[src/rtl/nco_sweep_pkg.sv]
// nco_sweep_pkg: shared state encoding and default widths for the NCO sweep sequencer
package nco_sweep_pkg;
    localparam int APR_D = 32;
    localparam int NSW_D = 16;
    localparam int DW_D  = 16;
    typedef enum logic [1:0] {IDLE, WARM, SWEEP, DONE} state_t;
endpackage

[src/rtl/nco_sweep_if.sv]
// nco_sweep_if: sweep request/config bus plus the NCO-facing controls and status
interface nco_sweep_if
    import nco_sweep_pkg::*;
#(
    parameter int APR = APR_D,
    parameter int NSW = NSW_D,
    parameter int DW  = DW_D
);
    logic           start;
    logic           abort;
    logic [APR-1:0] f_start;
    logic [APR-1:0] f_step;
    logic [NSW-1:0] n_steps;
    logic [DW-1:0]  dwell;
    logic           nco_valid;
    logic [APR-1:0] phi_inc_o;
    logic           nco_clken_o;
    logic           busy;
    logic           step_strobe;
    logic [NSW-1:0] step_idx;
    logic           done;
    modport master (
        output start, abort, f_start, f_step, n_steps, dwell, nco_valid,
        input  phi_inc_o, nco_clken_o, busy, step_strobe, step_idx, done
    );
    modport slave (
        input  start, abort, f_start, f_step, n_steps, dwell, nco_valid,
        output phi_inc_o, nco_clken_o, busy, step_strobe, step_idx, done
    );
endinterface

[src/rtl/nco_sweep_phase_step.sv]
// nco_sweep_phase_step: phase-increment register with clear, load and modulo-2^APR step
module nco_sweep_phase_step #(
    parameter int APR = 32
) (
    input  logic           clk,
    input  logic           reset,
    input  logic           clr,
    input  logic           ld,
    input  logic           step,
    input  logic [APR-1:0] f_start,
    input  logic [APR-1:0] f_step,
    output logic [APR-1:0] phi
);
    always_ff @(posedge clk or posedge reset)
        if (reset) phi <= '0;
        else       phi <= clr ? '0 : ld ? f_start : step ? phi + f_step : phi;
endmodule

[src/rtl/nco_sweep_ctrl.sv]
// nco_sweep_ctrl: warms up the NCO at f_start, then steps the increment linearly with a fixed dwell
module nco_sweep_ctrl
    import nco_sweep_pkg::*;
#(
    parameter int APR = APR_D,
    parameter int NSW = NSW_D,
    parameter int DW  = DW_D
) (
    input  logic      clk,
    input  logic      reset,
    nco_sweep_if.slave bus
);
    localparam logic [1:0] ST_IDLE  = IDLE;
    localparam logic [1:0] ST_WARM  = WARM;
    localparam logic [1:0] ST_SWEEP = SWEEP;
    localparam logic [1:0] ST_DONE  = DONE;

    logic [1:0]     state;
    logic [APR-1:0] step_r;
    logic [NSW-1:0] n_r;
    logic [DW-1:0]  dwell_r;
    logic [DW-1:0]  cnt;
    logic           accept;
    logic           last_step;
    logic           ph_step;

    assign accept    = state == ST_IDLE && bus.start && !bus.abort;
    assign last_step = bus.step_idx == n_r - NSW'(1);
    assign ph_step   = state == ST_SWEEP && !bus.abort && cnt == '0 && !last_step;

    nco_sweep_phase_step #(.APR(APR)) u_phase (
        .clk     (clk),
        .reset   (reset),
        .clr     (state == ST_DONE),
        .ld      (accept),
        .step    (ph_step),
        .f_start (bus.f_start),
        .f_step  (step_r),
        .phi     (bus.phi_inc_o)
    );

    always_ff @(posedge clk or posedge reset) begin
        if (reset) begin
            state           <= ST_IDLE;
            step_r          <= '0;
            n_r             <= '0;
            dwell_r         <= '0;
            cnt             <= '0;
            bus.nco_clken_o <= 1'b0;
            bus.busy        <= 1'b0;
            bus.step_strobe <= 1'b0;
            bus.step_idx    <= '0;
            bus.done        <= 1'b0;
        end else begin
            bus.step_strobe <= 1'b0;
            bus.done        <= 1'b0;
            case (state)
                ST_IDLE: if (accept) begin
                    state           <= ST_WARM;
                    step_r          <= bus.f_step;
                    n_r             <= bus.n_steps;
                    dwell_r         <= bus.dwell == '0 ? '0 : bus.dwell - DW'(1);
                    bus.nco_clken_o <= 1'b1;
                    bus.busy        <= 1'b1;
                    bus.step_idx    <= '0;
                end
                ST_WARM: if (bus.abort) begin
                    state           <= ST_IDLE;
                    bus.nco_clken_o <= 1'b0;
                    bus.busy        <= 1'b0;
                end else if (bus.nco_valid && n_r == '0) begin
                    state           <= ST_DONE;
                    bus.nco_clken_o <= 1'b0;
                    bus.busy        <= 1'b0;
                    bus.done        <= 1'b1;
                end else if (bus.nco_valid) begin
                    state           <= ST_SWEEP;
                    cnt             <= dwell_r;
                    bus.step_idx    <= '0;
                    bus.step_strobe <= 1'b1;
                end
                ST_SWEEP: if (bus.abort) begin
                    state           <= ST_IDLE;
                    bus.nco_clken_o <= 1'b0;
                    bus.busy        <= 1'b0;
                end else if (cnt != '0) begin
                    cnt <= cnt - DW'(1);
                end else if (last_step) begin
                    state           <= ST_DONE;
                    bus.nco_clken_o <= 1'b0;
                    bus.busy        <= 1'b0;
                    bus.done        <= 1'b1;
                end else begin
                    cnt             <= dwell_r;
                    bus.step_idx    <= bus.step_idx + NSW'(1);
                    bus.step_strobe <= 1'b1;
                end
                ST_DONE: begin
                    state        <= ST_IDLE;
                    bus.step_idx <= '0;
                end
                default: state <= ST_IDLE;
            endcase
        end
    end
endmodule

[src/flat_wrapper.sv]
// flat-port wrapper written by rule: the top's interface ports become plain ports
module nco_sweep_ctrl_flat import nco_sweep_pkg::*;
#(
    parameter int APR = APR_D,
    parameter int NSW = NSW_D,
    parameter int DW  = DW_D
)
  (clk, reset, bus_start, bus_abort, bus_f_start, bus_f_step, bus_n_steps, bus_dwell, bus_nco_valid, bus_phi_inc_o, bus_nco_clken_o, bus_busy, bus_step_strobe, bus_step_idx, bus_done);
  nco_sweep_if #(.APR(APR), .NSW(NSW), .DW(DW)) bus_i ();
  input  logic clk;
  input  logic reset;
  input wire logic [$bits(bus_i.start)-1:0] bus_start;
  input wire logic [$bits(bus_i.abort)-1:0] bus_abort;
  input wire logic [$bits(bus_i.f_start)-1:0] bus_f_start;
  input wire logic [$bits(bus_i.f_step)-1:0] bus_f_step;
  input wire logic [$bits(bus_i.n_steps)-1:0] bus_n_steps;
  input wire logic [$bits(bus_i.dwell)-1:0] bus_dwell;
  input wire logic [$bits(bus_i.nco_valid)-1:0] bus_nco_valid;
  output wire logic [$bits(bus_i.phi_inc_o)-1:0] bus_phi_inc_o;
  output wire logic [$bits(bus_i.nco_clken_o)-1:0] bus_nco_clken_o;
  output wire logic [$bits(bus_i.busy)-1:0] bus_busy;
  output wire logic [$bits(bus_i.step_strobe)-1:0] bus_step_strobe;
  output wire logic [$bits(bus_i.step_idx)-1:0] bus_step_idx;
  output wire logic [$bits(bus_i.done)-1:0] bus_done;
  assign bus_i.start = bus_start;
  assign bus_i.abort = bus_abort;
  assign bus_i.f_start = bus_f_start;
  assign bus_i.f_step = bus_f_step;
  assign bus_i.n_steps = bus_n_steps;
  assign bus_i.dwell = bus_dwell;
  assign bus_i.nco_valid = bus_nco_valid;
  assign bus_phi_inc_o = bus_i.phi_inc_o;
  assign bus_nco_clken_o = bus_i.nco_clken_o;
  assign bus_busy = bus_i.busy;
  assign bus_step_strobe = bus_i.step_strobe;
  assign bus_step_idx = bus_i.step_idx;
  assign bus_done = bus_i.done;
  nco_sweep_ctrl #(.APR(APR), .NSW(NSW), .DW(DW)) u_core (.clk(clk), .reset(reset), .bus(bus_i));
endmodule
[config.mk]
export PLATFORM = sky130hd
export DESIGN_NAME = nco_sweep_ctrl_flat
export DESIGN_NICKNAME = d
export VERILOG_FILES = /design/src/rtl/nco_sweep_pkg.sv /design/src/rtl/nco_sweep_if.sv /design/src/rtl/nco_sweep_phase_step.sv /design/src/rtl/nco_sweep_ctrl.sv /design/src/flat_wrapper.sv
export SDC_FILE = /design/constraint.sdc
export NUM_CORES = 1
export LEC_CHECK = 0
export ABC_CLOCK_PERIOD_IN_PS = 10490
export BUFFER_PORTS_ARGS = -buffer_cell sky130_fd_sc_hd__buf_2
export CAP_MARGIN = 10
export CORE_MARGIN = 3
export CORE_UTILIZATION = 60
export CTS_CLUSTER_SIZE = 8
export DETAILED_ROUTE_END_ITERATION = 6
export GPL_ROUTABILITY_DRIVEN = 0
export PLACE_DENSITY = 0.84
export SLEW_MARGIN = 20
export SYNTH_ARGS = -nofsm -noshare
export SYNTH_HDL_FRONTEND = slang
export SYNTH_HIERARCHICAL = 1
export SYNTH_SLANG_ARGS = --single-unit
export TNS_END_PERCENT = 50
[constraint.sdc]
create_clock -name clk -period 10.49 [get_ports clk]
set_input_delay 2.098 -clock clk [delete_from_list [all_inputs] [get_ports clk]]
set_output_delay 2.098 -clock clk [all_outputs]
set_load 0.02 [all_outputs]
## Yosys cells after proc, flatten, opt, wreduce, memory -nomap -nowiden

Index checks and enable logic that the tools add are counted.
Widths: inputs -> output; s select.

| storage, ports and cells | value |
|---|---|
| register bits | 133 |
| output and inout bits | 52 |

| operators by class | value |
|---|---|
| add/sub/neg operators | 5 |
| equal/unequal tests | 16 |
| muxes and demuxes | 47 |
| reductions and logical operators | 21 |

Operators with widths:

| operator | count |
|---|---|
| $mux 16 | 14 |
| $mux 32 | 3 |
| $pmux 16 s4 | 1 |
| $logic_not 16->1 | 3 |
| $sub 16x1->16 const B | 3 |
| $add 32x32->32 | 1 |
| $pmux 16 s2 | 1 |
| $mux 1 | 17 |
| $add 16x1->16 const B | 1 |
| $eq 16x16->1 | 1 |
| $reduce_bool 16->1 | 1 |
| $mux 2 | 7 |
| $ne 2x2->1 const B | 7 |
| $pmux 2 s4 | 1 |
| $reduce_and 7->1 | 1 |
| $logic_and 1x1->1 | 6 |
| $ne 3x2->1 const B | 2 |
| $ne 3x3->1 const B | 2 |
| $reduce_and 6->1 | 1 |
| $reduce_bool 3->1 | 2 |
| $reduce_and 5->1 | 1 |
| $eq 2x2->1 const B | 2 |
| $ne 4x3->1 const B | 1 |
| $pmux 1 s2 | 2 |
| other kinds (7) | 8 |

## Logic depth before layout (Yosys ltp)

| depth | value |
|---|---|
| depth after elaboration | 7 |
| gate-level depth with buffers | 16 |

## Modules after synthesis

The synthesis kept the hierarchy.

Modules (own cells, without submodules):

| module | seq. area each (um^2) | cells each | instances | area each (um^2) |
|---|---|---|---|---|
| nco_sweep_ctrl | 2527.4 | 681 | 1 | 5699.2 |
| nco_sweep_phase_step | 800.8 | 398 | 1 | 3304.4 |

## Worst setup path after synthesis

Ideal clock, no wire load.

| path | value |
|---|---|
| kind | input-to-reg |
| start point | in bus_abort |
| end point | reg u_core.u_phase.phi[31] |
| library setup time | 87 ps |
| path buffers | 2 |
| data arrival time | 4010 ps |
| cell stages on the path | 10 |
| path slack | 6393 ps |
| cells stage by stage | nand3b_1 clkbuf_1 inv_2 clkbuf_1 clkinv_1 nand2_1 a211oi_1 o21a_1 or4_1 o211ai_1 |

| on the way | value |
|---|---|
| elaborated cells on any way between the ends | 8 |

RTL lines:

| item | line | text |
|---|---|---|
| from (decl) | flat_wrapper.sv:13 | `input wire logic [$bits(bus_i.abort)-1:0] bus_abort;` |
| $logic_not 1->1 * | nco_sweep_ctrl.sv:27 | `assign accept = state == ST_IDLE && bus.start && !bus.abort;` |
| $logic_and 1x1->1 * | nco_sweep_ctrl.sv:27 |  |
| net u_core.accept | nco_sweep_ctrl.sv:23 | `logic accept;` |
| $mux 32 (2 in series) | nco_sweep_phase_step.sv:16 | `else phi <= clr ? '0 : ld ? f_start : step ? phi + f_step : phi;` |
| to (signal assigned) | nco_sweep_phase_step.sv:16 |  |
| to (decl) | nco_sweep_phase_step.sv:12 | `output logic [APR-1:0] phi` |

Mark *: on every way through the listed nets, which the timed path passes. The rest lies on a longest branch.
A chain may end at the register's enable or synchronous reset.

## Worst setup path after layout

| path | value |
|---|---|
| start point | reg u_core.n_r[0] |
| end point | reg u_core.u_phase.phi[29] |

| on the way | value |
|---|---|
| cells in the longest elaborated chain, start to end | 5 |

Ends and longest elaborated chain:

| item | line | text |
|---|---|---|
| from (decl) | nco_sweep_ctrl.sv:20 | `logic [NSW-1:0] n_r;` |
| from (signal assigned) | nco_sweep_ctrl.sv:61 | `n_r <= bus.n_steps;` |
| $sub 16x1->16 | nco_sweep_ctrl.sv:28 | `assign last_step = bus.step_idx == n_r - NSW'(1);` |
| $eq 16x16->1 | nco_sweep_ctrl.sv:28 |  |
| $logic_not 1->1 | nco_sweep_ctrl.sv:29 | `assign ph_step = state == ST_SWEEP && !bus.abort && cnt == '0 && !last_step;` |
| $logic_and 1x1->1 | nco_sweep_ctrl.sv:29 |  |
| net u_core.ph_step | nco_sweep_ctrl.sv:25 | `logic ph_step;` |
| $reduce_bool 3->1 (no line) | n/a |  |

The timed path passes the listed nets, and every way through them passes these cells.

==> impl_results.md <==
- Ports: around 150
- Total number of vias: around 8,500
- First-pass GRT wire length: ~40,000 µm
- CP max stage delay: roughly 0.65 ns
- Starting density of the core: between 60 and 70%
- Final setup vio count: 0
- Maximum clock rate: between 200 and 250 MHz
- Die X: between 100 and 150 µm
- Leading area contributor after synthesis: dfrtp_1
- DR pass1 iterations: 5
- Worst Max-Slew Pin Slew: between 0.9 and 1 ns
- Max FO, Critical Path: 28
- Setup TNS: 0 ns
- Root Driver: clkbuf_16
- Gr ovfl total: 0
- Worst Hold Launch: u_core/dwell_r[2]
- Number of diodes: 0
- Post-CTS Hold Fix Bufs: 0
- Yosys cell types: roughly 90
- WHS Endpoint: u_core/dwell_r[2]
- Tot Pwr: 0.00338 W
- Final hold vios: 0
- CP endpoint kind: flop
- Top cells by area, synth: dfrtp_1 (37%), nand2_1 (9.0%), ha_1 (5.6%)
- # nets final: between 1,000 and 1,500
- R2R cell count: 13
- CP required: about 11 ns
- Worst vdd ir: ~0.16 mV
- DIE AREA: roughly 0.017 mm²
- Avg WL per Cell: ~17 µm
- PwrDens: 324 mW/mm²
- # rows: 44
- Initial antenna violation count: 0
- Critical R2R Launch: u_core/n_r[0]
- Clock Tree Buf Depth: 2
- Most used DFF post-synth: dfrtp_1
- FF-to-FF setup slack: around 6 ns
- Slew Limit Fails: 0
- Worst Path Arrival: 4.96 ns
- Ys async rst share: 100%
- # port buffers: around 150
- Core area: roughly 0.015 mm²
- HPWL Detailed: 16,800 µm
- Drt drc: 0
- Pre-CTS setup slack: about 5.6 ns
- Post-synthesis sequential area ratio: a little under two fifths
- Detail-routed via count per cell: about 6
- Number of global-route vias before repair: 8,087
- Slowest cell on the critical path: nor2b_1
- Fin crit period: around 4.6 ns
- Hold slack: 0.484 ns
- Outcome: completed
- Commonest cells post-synth: nand2_1 (217), dfrtp_1 (133), nor2_1 (80), a21oi_1 (77), o21ai_0 (60)
- Clock Skews: approximately 0.0077 ns
- Top delay family on crit path: simple AND/OR/NAND/NOR gates
- Total Wirelength: between 20,000 and 25,000 µm
- Layout cell share with drive strength beyond 1: between 10% and 20%
- Post-CTS setup buffers: 0
- All-Layer GR Usage: about 29%
- Min-delay worst type: reg -> reg
- Number of synthesized flops with an enable pin: 0
- Kind of critical path: reg -> reg
- CTS tree: yes
- Worst Setup Start Kind: flop
- Worst-path clk slew: 0.06 ns
- Max cap viols: 0
- Hold Crit Depth: 2
- Worst relative slew slack: between 30 and 40%
- Reg-to-Reg End: u_core/u_phase/phi[29]
- Lkg Pwr: 4.91 nW
- Setup ws final: around 5.9 ns
- Fin crit share: between 40% and 50%
- Syn-to-layout area delta: 15.9%
- CTS resizes: 0
- Clk sinks: 133
- Largest net degree at the start of global routing: 85
- Clock Latency Late Sink: roughly 0.43 ns
- Sequential Area: around 0.0033 mm²
- Mean Syn Cell Area: 8.34 µm²
- Seq cells post-synth: 133
- Area occupied by multi-input gates: ~0.0053 mm²
- Top-count cell post-synth: nand2_1
- CTS buffer count: 17
- Buf/Inv on CP: 2
- YS warnings: 6
- Netlist Area Pre-Place: approximately 0.009 mm²
- CP cell instances: inv_1 > ha_1 > or4b_1 > nor2_1 > nand4b_1 > nand3_1 > nor4b_2 > nor4_2 > buf_4 > nor2b_1 > nand2_1 > nor3b_1 > a211o_1
- Synth top area share: between 30% and 40%
- Syn Inst Count: roughly 1,100
- Unrepaired setup endpoints after global routing: no
- # H-tree levels: 4
- Die H: roughly 130 µm
- Syn Nets: around 1,200
- Fill cell count: 1,178
- Routed Antenna Nets: 0
- Iter 0 DRT Violations: 821
-- state kept, by name, summed over array words and instances (netlist names) --
| name | cells |
|---|---|
| u_core/step_r | 32 |
| u_core/u_phase/phi | 32 |
| u_core/bus.step_idx | 16 |
| u_core/cnt | 16 |
| u_core/dwell_r | 16 |
| u_core/n_r | 16 |
| u_core/state | 2 |
| u_core/bus.busy | 1 |
| u_core/bus.done | 1 |
| u_core/bus.step_strobe | 1 |
-- metal layers --
metal,track usage [%],share of wire [%],vias up
li1,-,-,4087
met1,40.2,44,4017
met2,45.5,46,376
met3,5.89,7.0,53
met4,11.4,2.5,0
met5,0,0,-
-- cells by family after synthesis --
logic type      synth area share, %
simple gates                   23.5
compound gates                 20.3
flops                          37.0
buf+inv                        4.10
xor+xnor                       6.42
fa+ha+maj                      5.78
mux                            2.95
-- report_power, final --
part	internal [W]	switching (W)	total, W
registers	0.000728	0.000223	0.000950
clock network	0.000403	0.000231	0.000634
logic	0.000712	0.00109	0.00180
-- tightest hold or removal path, stage by stage, from the launching register on --
cell and delay, ns:
dfrtp_1 0.34, nand2_1 0.05, o21ai_0 0.06
-- layout make-up --
type,instances,area share (%)
sequential,133,31.9
timing repair buffer,159,7.83
inverter,30,1.10
tap,184,2.21
clock buffer,19,4.25
multi-input combinational,859,51.0
clock inverter,13,1.74
-- worst max path at each step --
stage | from | end | slack, ns | cells past startpoint
after detailed placement | bus_abort | u_core/u_phase/phi[31] | 5.60 | 10
after CTS | u_core/n_r[0] | u_core/u_phase/phi[29] | 5.97 | 13
after global placement | bus_dwell[0] | u_core/dwell_r[12] | 5.70 | 8
final | u_core/n_r[0] | u_core/u_phase/phi[29] | 5.89 | 13
after global routing | u_core/n_r[0] | u_core/u_phase/phi[29] | 5.59 | 13
after floorplan | reset | u_core/bus.busy | 5.74 | 1
-- cells in the final DEF, fill, tap and decap left out, types with 22 or more instances in the layout --
cell,instances
nand3_1,25
mux2i_1,22
buf_2,152
xnor2_1,42
nor2_1,80
a21oi_1,77
nand2_1,217
inv_1,27
dfrtp_1,133
xor2_1,24
ha_1,40
o21ai_0,60
-- through the flow --
step | std cells | cell area, µm² | util, %
4_1_cts | 1397 | 10400 | 71.5
3_3_place_gp | 1365 | 9800 | 67.2
2_1_floorplan | 1079 | 9000 | -
6_report | 1397 | 10400 | 71.5
3_5_place_dp | 1365 | 9800 | 67.2
5_1_grt | 1397 | 10400 | 71.5
(Power assumes the default switching activity.)
